<file path="src/rtl/sr_window_scheduler.sv">
// -----------------------------------------------------------------------------
// sr_window_scheduler
// Sequences the super-resolution datapath for one buffered frame. Pixels are
// visited in raster order. For each pixel the 3x3 neighbourhood is read from the
// frame buffer one tap per cycle, handed to the compute engine, and the engine's
// result is pushed into the output FIFO.
//
// Optional build macro:
//   SR_SCHED_REPLICATE_EN  out-of-frame taps clamp to the nearest in-frame pixel
//                          (border replication), and all 9 taps issue a read.
//                          When undefined, out-of-frame taps are zero and issue
//                          no read.
//
// Ports:
//   clk, rst        single clock, asynchronous active-high reset
//   frame_ready     1-cycle pulse: frame buffer fully written (IDLE only)
//   fb_rd, fb_addr  frame-buffer read strobe / address (registered)
//   fb_dout         read data, valid the cycle after fb_rd
//   win_data        9 taps, tap k = 3*dy+dx at [k*PIXEL_WIDTH +: PIXEL_WIDTH]
//   win_x, win_y    centre pixel coordinates
//   eng_start       1-cycle engine start pulse
//   eng_done        engine result strobe, eng_pixel the result
//   fifo_wr         output FIFO write (PUSH and not full)
//   fifo_wdata      registered engine result
//   fifo_full       output FIFO full; stalls PUSH
//   busy            high outside IDLE
//   frame_done      1-cycle pulse after the last pixel is written
// -----------------------------------------------------------------------------
module sr_window_scheduler #(
  parameter int WIDTH       = 320,
  parameter int HEIGHT      = 240,
  parameter int PIXEL_WIDTH = 24,
  parameter int ADDR_WIDTH  = $clog2(WIDTH*HEIGHT),
  parameter int X_WIDTH     = $clog2(WIDTH),
  parameter int Y_WIDTH     = $clog2(HEIGHT)
) (
  input  logic                     clk,
  input  logic                     rst,
  input  logic                     frame_ready,
  output logic                     fb_rd,
  output logic [ADDR_WIDTH-1:0]    fb_addr,
  input  logic [PIXEL_WIDTH-1:0]   fb_dout,
  output logic [9*PIXEL_WIDTH-1:0] win_data,
  output logic [X_WIDTH-1:0]       win_x,
  output logic [Y_WIDTH-1:0]       win_y,
  output logic                     eng_start,
  input  logic                     eng_done,
  input  logic [PIXEL_WIDTH-1:0]   eng_pixel,
  output logic                     fifo_wr,
  output logic [PIXEL_WIDTH-1:0]   fifo_wdata,
  input  logic                     fifo_full,
  output logic                     busy,
  output logic                     frame_done
);

  typedef enum logic [2:0] {
    ST_IDLE  = 3'd0,
    ST_FETCH = 3'd1,
    ST_START = 3'd2,
    ST_WAIT  = 3'd3,
    ST_PUSH  = 3'd4,
    ST_DONE  = 3'd5
  } state_t;

  state_t                   state_r;
  state_t                   state_nxt_s;
  logic [3:0]               k_r;          // FETCH cycle index 0..9
  logic [X_WIDTH-1:0]       x_r;
  logic [Y_WIDTH-1:0]       y_r;
  logic [ADDR_WIDTH-1:0]    rb_r;         // y_r*WIDTH kept as a running sum
  logic [X_WIDTH-1:0]       x_adv_s;
  logic [Y_WIDTH-1:0]       y_adv_s;
  logic [ADDR_WIDTH-1:0]    rb_adv_s;
  logic                     last_pix_s;
  logic [ADDR_WIDTH:0]      req_s;        // {rd, addr} of the read to present next cycle
  logic                     fb_rd_r;
  logic [ADDR_WIDTH-1:0]    fb_addr_r;
  logic                     rd_d_r;       // was a read issued last cycle
  logic [3:0]               cap_idx_s;
  logic [PIXEL_WIDTH-1:0]   tap_r [0:8];
  logic [9*PIXEL_WIDTH-1:0] win_data_s;
  logic [PIXEL_WIDTH-1:0]   fifo_wdata_r;
  logic                     eng_start_r;
  logic                     busy_r;
  logic                     frame_done_r;

  // Read request for tap tk of the pixel at (tx,ty), row base trb.
  // Neighbour offsets are -WIDTH/0/+WIDTH and -1/0/+1, so no multiplier is needed.
  function automatic logic [ADDR_WIDTH:0] tap_req(
    input logic [X_WIDTH-1:0]    tx,
    input logic [Y_WIDTH-1:0]    ty,
    input logic [ADDR_WIDTH-1:0] trb,
    input logic [3:0]            tk
  );
    logic [1:0]            dx;
    logic [1:0]            dy;
    logic                  out_t;
    logic                  out_b;
    logic                  out_l;
    logic                  out_r;
    logic [ADDR_WIDTH-1:0] row_off;
    logic [ADDR_WIDTH-1:0] col_off;
    logic [ADDR_WIDTH-1:0] addr;
    logic                  rd;
    case (tk)
      4'd0:    begin dy = 2'd0; dx = 2'd0; end
      4'd1:    begin dy = 2'd0; dx = 2'd1; end
      4'd2:    begin dy = 2'd0; dx = 2'd2; end
      4'd3:    begin dy = 2'd1; dx = 2'd0; end
      4'd4:    begin dy = 2'd1; dx = 2'd1; end
      4'd5:    begin dy = 2'd1; dx = 2'd2; end
      4'd6:    begin dy = 2'd2; dx = 2'd0; end
      4'd7:    begin dy = 2'd2; dx = 2'd1; end
      4'd8:    begin dy = 2'd2; dx = 2'd2; end
      default: begin dy = 2'd1; dx = 2'd1; end
    endcase
    out_t = (dy == 2'd0) && (ty == {Y_WIDTH{1'b0}});
    out_b = (dy == 2'd2) && (ty == Y_WIDTH'(HEIGHT-1));
    out_l = (dx == 2'd0) && (tx == {X_WIDTH{1'b0}});
    out_r = (dx == 2'd2) && (tx == X_WIDTH'(WIDTH-1));
    // An offset that would leave the frame collapses to 0, which is the
    // clamped (replicated) coordinate; in zero mode that read is suppressed.
    if (dy == 2'd0 && !out_t) begin
      row_off = ADDR_WIDTH'(0) - ADDR_WIDTH'(WIDTH);
    end else if (dy == 2'd2 && !out_b) begin
      row_off = ADDR_WIDTH'(WIDTH);
    end else begin
      row_off = {ADDR_WIDTH{1'b0}};
    end
    if (dx == 2'd0 && !out_l) begin
      col_off = {ADDR_WIDTH{1'b1}};
    end else if (dx == 2'd2 && !out_r) begin
      col_off = {{(ADDR_WIDTH-1){1'b0}}, 1'b1};
    end else begin
      col_off = {ADDR_WIDTH{1'b0}};
    end
    addr = trb + ADDR_WIDTH'(tx) + row_off + col_off;
`ifdef SR_SCHED_REPLICATE_EN
    rd = 1'b1;
`else
    rd   = !(out_t || out_b || out_l || out_r);
    addr = rd ? addr : {ADDR_WIDTH{1'b0}};
`endif
    return {rd, addr};
  endfunction

  // FSM state register.
  always_ff @(posedge clk or posedge rst) begin
    if (rst) begin
      state_r <= ST_IDLE;
    end else begin
      state_r <= state_nxt_s;
    end
  end

  // FSM next-state logic.
  always_comb begin
    state_nxt_s = state_r;
    case (state_r)
      ST_IDLE:  if (frame_ready) state_nxt_s = ST_FETCH; else state_nxt_s = ST_IDLE;
      ST_FETCH: if (k_r == 4'd9) state_nxt_s = ST_START; else state_nxt_s = ST_FETCH;
      ST_START: state_nxt_s = ST_WAIT;
      ST_WAIT:  if (eng_done) state_nxt_s = ST_PUSH; else state_nxt_s = ST_WAIT;
      ST_PUSH: begin
        if (fifo_full) begin
          state_nxt_s = ST_PUSH;
        end else if (last_pix_s) begin
          state_nxt_s = ST_DONE;
        end else begin
          state_nxt_s = ST_FETCH;
        end
      end
      ST_DONE:  state_nxt_s = ST_IDLE;
      default:  state_nxt_s = ST_IDLE;
    endcase
  end

  // Raster advance of the pixel coordinates and the running row base.
  always_comb begin
    last_pix_s = (x_r == X_WIDTH'(WIDTH-1)) && (y_r == Y_WIDTH'(HEIGHT-1));
    if (x_r == X_WIDTH'(WIDTH-1)) begin
      x_adv_s  = {X_WIDTH{1'b0}};
      y_adv_s  = y_r + Y_WIDTH'(1'b1);
      rb_adv_s = rb_r + ADDR_WIDTH'(WIDTH);
    end else begin
      x_adv_s  = x_r + X_WIDTH'(1'b1);
      y_adv_s  = y_r;
      rb_adv_s = rb_r;
    end
  end

  // Next read request: tap 0 when entering FETCH, tap k+1 while fetching.
  always_comb begin
    req_s = {(ADDR_WIDTH+1){1'b0}};
    if (state_r == ST_IDLE && frame_ready) begin
      req_s = tap_req({X_WIDTH{1'b0}}, {Y_WIDTH{1'b0}}, {ADDR_WIDTH{1'b0}}, 4'd0);
    end else if (state_r == ST_PUSH && !fifo_full && !last_pix_s) begin
      req_s = tap_req(x_adv_s, y_adv_s, rb_adv_s, 4'd0);
    end else if (state_r == ST_FETCH && k_r < 4'd8) begin
      req_s = tap_req(x_r, y_r, rb_r, k_r + 4'd1);
    end else begin
      req_s = {(ADDR_WIDTH+1){1'b0}};
    end
  end

  assign cap_idx_s = k_r - 4'd1;

  // Datapath: read port, tap capture, coordinates, result and status registers.
  always_ff @(posedge clk or posedge rst) begin
    if (rst) begin
      k_r          <= 4'd0;
      x_r          <= {X_WIDTH{1'b0}};
      y_r          <= {Y_WIDTH{1'b0}};
      rb_r         <= {ADDR_WIDTH{1'b0}};
      fb_rd_r      <= 1'b0;
      fb_addr_r    <= {ADDR_WIDTH{1'b0}};
      rd_d_r       <= 1'b0;
      fifo_wdata_r <= {PIXEL_WIDTH{1'b0}};
      eng_start_r  <= 1'b0;
      busy_r       <= 1'b0;
      frame_done_r <= 1'b0;
      for (int i = 0; i < 9; i++) begin
        tap_r[i] <= {PIXEL_WIDTH{1'b0}};
      end
    end else begin
      fb_rd_r   <= req_s[ADDR_WIDTH];
      fb_addr_r <= req_s[ADDR_WIDTH-1:0];
      rd_d_r    <= fb_rd_r;

      if (state_r == ST_FETCH) begin
        k_r <= k_r + 4'd1;
      end else begin
        k_r <= 4'd0;
      end

      // Data for the tap requested last cycle is on fb_dout now; a tap
      // with no read behind it is zero padding.
      if (state_r == ST_FETCH && k_r != 4'd0) begin
        tap_r[cap_idx_s] <= rd_d_r ? fb_dout : {PIXEL_WIDTH{1'b0}};
      end

      if (state_r == ST_IDLE && frame_ready) begin
        x_r  <= {X_WIDTH{1'b0}};
        y_r  <= {Y_WIDTH{1'b0}};
        rb_r <= {ADDR_WIDTH{1'b0}};
      end else if (state_r == ST_PUSH && !fifo_full) begin
        if (last_pix_s) begin
          x_r  <= {X_WIDTH{1'b0}};
          y_r  <= {Y_WIDTH{1'b0}};
          rb_r <= {ADDR_WIDTH{1'b0}};
        end else begin
          x_r  <= x_adv_s;
          y_r  <= y_adv_s;
          rb_r <= rb_adv_s;
        end
      end

      if (state_r == ST_WAIT && eng_done) begin
        fifo_wdata_r <= eng_pixel;
      end

      eng_start_r  <= (state_nxt_s == ST_START);
      busy_r       <= (state_nxt_s != ST_IDLE);
      frame_done_r <= (state_nxt_s == ST_DONE);
    end
  end

  // Pack the tap registers into the window bus.
  always_comb begin
    win_data_s = {(9*PIXEL_WIDTH){1'b0}};
    for (int i = 0; i < 9; i++) begin
      win_data_s[i*PIXEL_WIDTH +: PIXEL_WIDTH] = tap_r[i];
    end
  end

  assign fb_rd      = fb_rd_r;
  assign fb_addr    = fb_addr_r;
  assign win_data   = win_data_s;
  assign win_x      = x_r;
  assign win_y      = y_r;
  assign eng_start  = eng_start_r;
  assign fifo_wr    = (state_r == ST_PUSH) && !fifo_full;
  assign fifo_wdata = fifo_wdata_r;
  assign busy       = busy_r;
  assign frame_done = frame_done_r;

endmodule
</file>
<file path="config.mk">
export PLATFORM = sky130hd
export DESIGN_NAME = sr_window_scheduler
export DESIGN_NICKNAME = d
export VERILOG_FILES = /design/src/rtl/sr_window_scheduler.sv
export SDC_FILE = /design/constraint.sdc
export NUM_CORES = 1
export LEC_CHECK = 0
export CAP_MARGIN = 15
export CORE_MARGIN = 2
export CORE_UTILIZATION = 55
export DETAILED_ROUTE_END_ITERATION = 8
export GPL_TIMING_DRIVEN = 0
export MAX_ROUTING_LAYER = met4
export PLACE_DENSITY_LB_ADDON = 0.12
export SLEW_MARGIN = 20
export SYNTH_ARGS = -nofsm -noshare
export SYNTH_HDL_FRONTEND = slang
export SYNTH_SLANG_ARGS = --single-unit
</file>
<file path="constraint.sdc">
create_clock -name clk -period 29.3 [get_ports clk]
set_input_delay 7.325 -clock clk [delete_from_list [all_inputs] [get_ports clk]]
set_output_delay 7.325 -clock clk [all_outputs]
set_load 0.05 [all_outputs]
</file>
Yosys cells after proc, flatten, opt, wreduce, memory -nomap -nowiden
Memories as Yosys holds them, arrays and structs flattened.
Cells that the tools add are included.
- input bits: 53
- bits in registers: 303
- output and inout port bits: 279
- word-level logic and storage cells: 155
- memories kept: 1
- ROM bits: 64
- add/subtract/negate cells: 11
- bitwise operators: 1
- reduce and logical (&&, ||, !) cells: 53
- equality and inequality tests: 14
- mux-type cells: 51
- order comparisons: 3
- memories (name ; depth ; width ; read ports ; clocked after Yosys merged registers in ; write ports ; line ; RTL):
    (name not given) ; 16 ; 4 ; 1 ; 0 ; 0 ; 105 ; case (tk)
- operators with widths (operator ; number):
    17-bit 2-to-1 mux ; 20
    216-bit bitwise mux ; 1
    24-bit demux with 4-bit select ; 1
    17-bit adder ; 4
    18-bit 2-to-1 mux ; 3
    9-bit 2-to-1 mux ; 6
    24-bit 2-to-1 mux ; 2
    17-bit by 9-bit adder with 17-bit output ; 2
    8-bit 2-to-1 mux ; 4
    1-bit logical AND ; 24
    9-bit equality test (second input constant) ; 2
    9-bit logical NOT ; 2
    17-bit by 9-bit adder with 17-bit output (second input constant) ; 1
    8-bit equality test (second input constant) ; 2
    8-bit logical NOT ; 2
    4-bit 2-to-1 mux ; 4
    3-bit case mux with 5 select lines ; 1
    1-bit logical NOT ; 12
    9-bit by 1-bit adder with 9-bit output (second input constant) ; 1
    3-bit by 2-bit equality test with 1-bit output (second input constant) ; 3
    3-bit 2-to-1 mux ; 3
    8-bit by 1-bit adder with 8-bit output (second input constant) ; 1
    2-bit equality test (second input constant) ; 3
    3-bit equality test (second input constant) ; 2
    16 further kinds ; 27

Depth between registers and ports, before layout
Gate-level depths: netlist of the first run.
- depth after elaboration: 21
- gate-level depth with buffers: 20
- mapped depth without buffers: 19

Worst setup path after synthesis of the first run
Ideal clock, no wire load.
- path type: input to output
- start: input port fifo_full
- end: output port fifo_wr
- cell stages on the path: 2
- buffers on the path: 0
- data required time: 21.975 ns
- slack: 13.968 ns
- arrival time: 8.007 ns
- cells stage by stage: nand3b_1 -> inv_1
- cells in the longest elaborated chain, start to end: 2
- RTL lines (what ; line ; RTL):
    from (decl) ; 51 ; input logic fifo_full,
    1-bit logical NOT ; 282 ; assign fifo_wr = (state_r == ST_PUSH) && !fifo_full;
    1-bit logical AND ; 282 ;
    to (decl) ; 49 ; output logic fifo_wr,
Every way passes these cells.

Final worst setup path of the first run
Same ends and word-level chain as after synthesis.

==> summary.log, run 1 <==
[grt] vias in the first global route 12100
[routing] met1 routed wirelength after detailed routing 16400 µm
[critical_path] Arrival @ worst endpoint 9370 ps
[pwr] Peak VDD IR 99.5 µV
[clock_network] count of instances resized after the clock tree is built 0
[synth] fraction of the yosys area taken by sequential cells 0.518
[routing] routed length on met2 21600 µm
[layout] final cell count without fillers 2169
[synth] top area cells in the synthesized netlist dfrtp_1 52%, o21ai_0 8.9%, nand2_1 7.8%, ha_1 6.9%, fa_1 3.8%
[synth] flip-flop and latch count after synthesis 297
[synth] Ys Warns 0
[routing] Final ANT Viol Nets 0
[clock_network] CTS Hold Bufs 0
[placement] Placer Congestion 0.916
[sta] Worst Hold Slack 379 ps
[sta] summed negative setup slack over all endpoints 0 ps
[sta] setup repair after global routing missed its margin no
[grt] aggregate global routing overflow 0
[clock_network] CTS tree done
[floorplan] standard-cell row count 59
[synth] cells after synthesis 1446
[clock_network] clk sink count 297
[clock_network] maximum number of buffers from clock root to sink 3
[critical_path] CP max-delay cell clkdlybuf4s50_1
[synth] combined area of all synthesized cells 0.0143 mm²
[synth] library cell with the largest summed area after synthesis dfrtp_1
[critical_path] kind of cell with the highest combined delay on the critical path buffers and inverters
[routing] detail-routed net length per standard cell 19.9 µm
[placement] Port Buf Inserts 331
[synth] synth cell count leaders 297 x dfrtp_1, 297 x nand2_1, 256 x o21ai_0
[grt] wire length of the first global-routing pass 66100 µm
[floorplan] core region area 0.0258 mm²
[placement] half-perimeter wire length of the detailed placement result 32600 µm
[floorplan] initial core utilization 0.555
[critical_path] Most common cell on crit path clkdlybuf4s50_1
[routing] routed via count 12200
[routing] DRC violation count after routing 0
[critical_path] startpoint type of the worst setup path input pin
[status] status finished clean
[critical_path] combined buffer and inverter count along the critical path 3
[clock_network] H-tree levels 1
[pwr] overall power of the completed layout 2.39 mW
[sta] crit path time final 16700 ps
[synth] count of flip-flops with a built-in enable after synthesis 0
[synth] Synthesized Nets 1605
[sta] Final Setup Violations 0
[synth] library cells used by synthesis 66
[layout] number of nets at the end of the flow 1971
[routing] highest metal layer with signal wires met4
[clock_network] clock edge transition at the registers on the reported setup and hold paths 60 ps
[layout] total inserted antenna cells 0
[sta] final setup slack of the worst path 12600 ps
[sta] achievable clock frequency 59.9 MHz
[sta] worst slew margin relative to its limit 0.427
[sta] worst clock skew on the final layout 11.8 ps
[placement] area post-placement 0.0182 mm²
[placement] number of placed cells counting well taps 2115
[critical_path] Max stage delay on crit path 870 ps
[routing] Routed Wire Length 43200 µm
[synth] proportion of netlist area held by the largest area contributor 0.518
[clock_network] clock buffers created by TritonCTS 30
[routing] via count normalized by instance count 5.65
[synth] most frequently used flop master after synthesis dfrtp_1
[pwr] leak pwr 8.71 nW
[pwr] power per cell area 125 mW/mm²
[clock_network] root buffer cell clkbuf_16
[routing] TritonRoute pass-1 iters 5
[routing] WL met3 3100 µm
[sta] Max Slew Vio Count 0
[floorplan] DIE HEIGHT 166 µm
[critical_path] crit path capture type output pin
[placement] post-place setup slack 12650 ps
[critical_path] series of cell instances along the critical path clkdlybuf4s50_1 > nand3b_1 > inv_1 > clkdlybuf4s50_1
[grt] antenna violations before repair 0
[clock_network] number of buffers added for setup after CTS 0
[sta] number of hold violations in the final report 0
[critical_path] critical-path maximum fanout 9
[layout] P&R area growth vs syn 33.6%
[grt] global routing usage summed across all routing layers 0.323
[sta] post-route fraction of the period consumed by the critical path 0.570
[synth] Synth async-reset ratio 1.00
[critical_path] Data required, critical path 21980 ps
[layout] post-route cell area 0.0192 mm²
[synth] syn_area_per_cell 9.92 µm²
[layout] Post-Route Utilization 0.742
[floorplan] number of top-level pins 332
[layout] fraction of layout instances using a drive strength above 1 0.0534
[run] # Max-Cap Violations 0
[critical_path] Worst Setup Path Type in -> out
[sta] transition time of the tightest slew-check pin 854 ps
[clock_network] later-pin clock latency in the skew report 550 ps
[grt] maximum number of pins on one net before global-route repair 111
[floorplan] Die Span X 166 µm
[routing] drt first-iter violations 1076
[hold_path] worst min-delay path class reg -> reg
[floorplan] area of the die 0.0274 mm²
==> worst reg2reg max path, cell delays in order, from the launching register on <==
cell and delay, ps:
dfrtp_1 540, ha_1 220, buf_4 160, nand2_1 110, o31a_1 300, a21oi_1 430
nand4_1 690, inv_1 670, fa_1 530, fa_1 530, inv_1 50, ha_1 320
or2_2 300, a21oi_1 200, a211oi_1 100, or4_1 590, a41oi_1 290, xnor2_1 150
o2bb2ai_1 100
==> flip-flops by register name, summed over array words and instances (netlist names) <==
register / count
frame_done: 1
fb_rd: 1
win_data: 216
state_r: 3
eng_start: 1
busy: 1
k_r: 4
rb_r: 11
fifo_wdata: 24
rd_d_r: 1
win_x: 9
win_y: 8
fb_addr: 17
==> report_power, final <==
group          leakage, nW  total (mW)  internal (mW)  switching, mW
Clock                0.485       0.382          0.224          0.158
Combinational         4.37        1.34          0.404          0.936
Sequential            3.85       0.670          0.575         0.0950
==> path summary, 6_finish.rpt <==
check,startpoint,slack [ps],end,cells after the start
setup reg to reg,win_x[1],22920,fb_addr[16],18
max in group asynchronous,rst,21100,fb_addr[1],4
min in group asynchronous,rst,7140,win_data[131],2
hold / removal,fb_rd,380,rd_d_r,0
hold reg to reg,fb_rd,380,rd_d_r,0
setup / recovery,fifo_full,12600,fifo_wr,4
==> layout by cell type (no fill, tap or decap), types with 8 or more instances in the layout <==
master           instances
clkdlybuf4s50_1        331
nand2_1                297
dfrtp_1                297
o21ai_0                256
ha_1                    79
clkbuf_1                72
inv_1                   62
a21oi_1                 46
nor2_1                  43
nand3_1                 35
xnor2_1                 32
clkbuf_16               31
fa_1                    27
mux2_2                  24
xor2_1                  14
nor3_1                  13
o31ai_1                 10
a21o_1                  10
and3_1                   8
a211oi_1                 8
==> metal layers <==
| layer | vias to the layer above | global-route usage |
|---|---|---|
| met2 | 478 | 0.545 |
| met4 | 0 | 0.143 |
| met1 | 5959 | 0.386 |
| li1 | 5676 | - |
| met5 | - | - |
| met3 | 136 | 0.0485 |
==> cell type report <==
class	instances	area, µm²
repair buffers	334	3400
multi-input cells	1011	6370
plain buffers	75	310
clock inverters	11	124
well taps	335	419
fillers	1880	6670
flip-flops and latches	297	7430
inverters	63	244
clock buffers	43	871
==> logic make-up after synthesis <==
family | after synthesis | synth area share
flops | 297 | 0.518
xor+xnor | 46 | 0.0281
buf+inv | 138 | 0.0381
fa+ha+maj | 106 | 0.107
mux | 28 | 0.0216
simple gates | 451 | 0.138
compound gates | 380 | 0.150
Note: power is estimated with default switching activity, not from simulation.
==> run 2: changes to the inputs <==
--- a/config.mk
+++ b/config.mk
@@ -7,7 +7,7 @@
 export LEC_CHECK = 0
 export CAP_MARGIN = 15
 export CORE_MARGIN = 2
-export CORE_UTILIZATION = 55
+export CORE_UTILIZATION = 51
 export DETAILED_ROUTE_END_ITERATION = 8
 export GPL_TIMING_DRIVEN = 0
 export MAX_ROUTING_LAYER = met4
==> constraint.sdc (replaced) <==
create_clock -name clk -period 16.4 [get_ports clk]
set_input_delay 4.1 -clock clk [delete_from_list [all_inputs] [get_ports clk]]
set_output_delay 4.1 -clock clk [all_outputs]
set_load 0.05 [all_outputs]
==> run 2 against run 1 <==
Against the previous run: critical path depth unchanged; first-iteration DRC count decreased by 11%; largest power group unchanged; sequential power grew 79%; cell count rose by 2.1%; global-route usage down 2.2 points; worst setup slack lost 6400 ps.
==> summary.log, run 2 (synthesized netlist as in run 1, its figures left out) <==
[sta] worst clock skew on the final layout 23.3 ps [was 11.8 ps]
[critical_path] critical-path maximum fanout 9 [unchanged]
[critical_path] Max stage delay on crit path 860 ps [was 870 ps]
[layout] leading cell type in the layout, fill and taps excluded clkdlybuf4s50_1 [unchanged]
[layout] number of nets at the end of the flow 1972 [was 1971]
[grt] antenna violations before repair 0 [unchanged]
[placement] half-perimeter wire length of the detailed placement result 32400 µm [was 32600 µm]
[layout] Fillers 2141 [was 1880]
[layout] final cell count without fillers 2215 [was 2169]
[critical_path] crit path capture type output pin [unchanged]
[critical_path] combined buffer and inverter count along the critical path 3 [unchanged]
[pwr] Sequential Power Share 0.278 [was 0.280]
[floorplan] DIE HEIGHT 172 µm [was 166 µm]
[critical_path] Most common cell on crit path clkdlybuf4s50_1 [unchanged]
[pwr] overall power of the completed layout 4.31 mW [was 2.39 mW]
[critical_path] R2R setup slack 9920 ps [was 22920 ps]
[sta] number of hold violations in the final report 0 [unchanged]
[sta] Max Slew Vio Count 0 [unchanged]
[run] # Max-Cap Violations 0 [unchanged]
[critical_path] series of cell instances along the critical path clkdlybuf4s50_1 > nand3b_1 > inv_1 > clkdlybuf4s50_1 [unchanged]
[placement] Port Buf Inserts 331 [unchanged]
[floorplan] initial core utilization 0.518 [was 0.555]
[sta] Final Setup Violations 0 [unchanged]
[floorplan] number of top-level pins 332 [unchanged]
[clock_network] count of instances resized after the clock tree is built 0 [unchanged]
[layout] Post-Route Utilization 0.696 [was 0.742]
[critical_path] worst r2r path cells 18 [unchanged]
[clock_network] root buffer cell clkbuf_16 [unchanged]
[grt] maximum number of pins on one net before global-route repair 85 [was 111]
[hold_path] worst min-delay path class reg -> reg [unchanged]
[clock_network] maximum number of buffers from clock root to sink 3 [unchanged]
[sta] post-route fraction of the period consumed by the critical path 0.622
[grt] wire length of the first global-routing pass 66100 µm [about the same]
[critical_path] Worst Setup Path Type in -> out [unchanged]
[layout] post-route cell area 0.0193 mm² [was 0.0192 mm²]
[clock_network] CTS tree done [unchanged]
[sta] Worst Hold Slack 380 ps [was 379 ps]
[floorplan] standard-cell row count 61 [was 59]
[placement] post-place setup slack 6230 ps [was 12650 ps]
[pwr] proportion of power drawn by the clock network 0.167 [was 0.160]
[critical_path] CP max-delay cell clkdlybuf4s50_1 [unchanged]
[pwr] internal power consumption 2.17 mW [was 1.20 mW]
[sta] transition time of the tightest slew-check pin 924 ps [was 854 ps]
[grt] global routing usage summed across all routing layers 0.301 [was 0.323]
[critical_path] Data required, critical path 12300 ps [was 21980 ps]
[pwr] Switch Pwr 2.14 mW [was 1.19 mW]
[critical_path] kind of cell with the highest combined delay on the critical path buffers and inverters [unchanged]
[critical_path] r2r endpoint fb_addr[16] [unchanged]
[routing] Final ANT Viol Nets 0 [unchanged]
[routing] TritonRoute pass-1 iters 5 [unchanged]
[sta] crit path time final 10190 ps
[critical_path] Arrival @ worst endpoint 6090 ps [was 9370 ps]
[status] status finished clean [unchanged]
[routing] Routed Wire Length 43800 µm [was 43200 µm]
[grt] vias in the first global route 11900 [was 12100]
[pwr] power per cell area 224 mW/mm² [was 125 mW/mm²]
[routing] detail-routed net length per standard cell 19.8 µm [was 19.9 µm]
[layout] total inserted antenna cells 0 [unchanged]
[sta] setup repair after global routing missed its margin no [unchanged]
[placement] area post-placement 0.0182 mm² [about the same]
[pwr] Switching Fraction 0.496 [was 0.497]
[floorplan] Die Span X 172 µm [was 166 µm]
[grt] aggregate global routing overflow 0 [unchanged]
[sta] worst slew margin relative to its limit 0.382 [was 0.427]
[clock_network] number of buffers added for setup after CTS 0 [unchanged]
[pwr] leak pwr 8.74 nW [was 8.71 nW]
[hold_path] Hold Path Origin fb_rd [unchanged]
[pwr] Peak VDD IR 111 µV [was 99.5 µV]
[sta] summed negative setup slack over all endpoints 0 ps [unchanged]
[clock_network] clock edge transition at the registers on the reported setup and hold paths 60 ps [about the same]
[clock_network] later-pin clock latency in the skew report 580 ps [was 550 ps]
[clock_network] clock buffers created by TritonCTS 31 [was 30]
[placement] Placer Congestion 0.942 [was 0.916]
[clock_network] CTS Hold Bufs 0 [unchanged]
[sta] achievable clock frequency 98.1 MHz
[clock_network] clk sink count 297 [unchanged]
[layout] fraction of layout instances using a drive strength above 1 0.0550 [was 0.0534]
[hold_path] worst hold path depth 0 [unchanged]
[routing] routed via count 12400 [was 12200]
[critical_path] startpoint of the lowest-slack register-to-register path win_x[1] [unchanged]
[layout] Largest register FFs 216 [unchanged]
[placement] number of placed cells counting well taps 2158 [was 2115]
[layout] most frequent cells in the layout 331 x clkdlybuf4s50_1, 297 x nand2_1, 297 x dfrtp_1, 256 x o21ai_0, 79 x ha_1 [unchanged]
[floorplan] area of the die 0.0295 mm² [was 0.0274 mm²]
[clock_network] H-tree levels 1 [unchanged]
[hold_path] Worst Hold End rd_d_r [unchanged]
[critical_path] startpoint type of the worst setup path input pin [unchanged]
[routing] via count normalized by instance count 5.59 [was 5.65]
[sta] final setup slack of the worst path 6210 ps [was 12600 ps]
[routing] DRC violation count after routing 0 [unchanged]
[pwr] power share of the combinational group 0.555 [was 0.560]
[floorplan] core region area 0.0277 mm² [was 0.0258 mm²]
[routing] drt first-iter violations 954 [was 1076]
[layout] P&R area growth vs syn 34.3% [was 33.6%]
## run 2: cell type report
cell class / instances / area [µm²] / share of cell area
Buffer: 75 / 310 / 0.0161
Multi-Input combinational cell: 1011 / 6370 / 0.330
Clock buffer: 41 / 843 / 0.0438
Timing Repair Buffer: 334 / 3400 / 0.176
Tap cell: 378 / 473 / 0.0245
Clock inverter: 16 / 204 / 0.0106
Sequential cell: 297 / 7430 / 0.386
Inverter: 63 / 244 / 0.0127
## run 2: how the worst max path moves through the flow
| stage | startpoint | end | slack (ps) | cells past startpoint |
|---|---|---|---|---|
| after floorplan | rst | busy | 4100 | 1 |
| after global placement | rst | fifo_wdata[6] | 640 | 2 |
| after detailed placement | fifo_full | fifo_wr | 6230 | 4 |
| after CTS | fifo_full | fifo_wr | 6200 | 4 |
| after global routing | fifo_full | fifo_wr | 6110 | 4 |
| final | fifo_full | fifo_wr | 6210 | 4 |
## run 2: metal layers
metal	up-vias	global-route usage	routed length, µm
li1	5686	-	-
met1	6077	0.363	16700
met2	501	0.502	21800
met3	115	0.0467	3160
met4	0	0.132	2070
met5	-	-	0
## run 2: power by group through the flow
stage / Combinational [mW] / Clock [mW] / Sequential [mW]
2_1_floorplan: 0.533 / 0 / 2.19
3_3_place_gp: 2.35 / 0 / 1.20
3_5_place_dp: 2.39 / 0 / 1.21
4_1_cts: 2.40 / 0.729 / 1.20
5_1_grt: 2.52 / 0.758 / 1.23
6_report: 2.39 / 0.720 / 1.20
## run 2: worst reg2reg max path, stage by stage, from the launching register on
cell       delay, ps
dfrtp_1          560
ha_1             220
buf_4            160
nand2_1          110
o31a_1           290
a21oi_1          420
nand4_1          720
inv_1            700
fa_1             550
fa_1             530
inv_1             40
ha_1             340
or2_2            310
a21oi_1          190
a211oi_1          90
or4_1            600
a41oi_1          290
xnor2_1          150
o2bb2ai_1         90
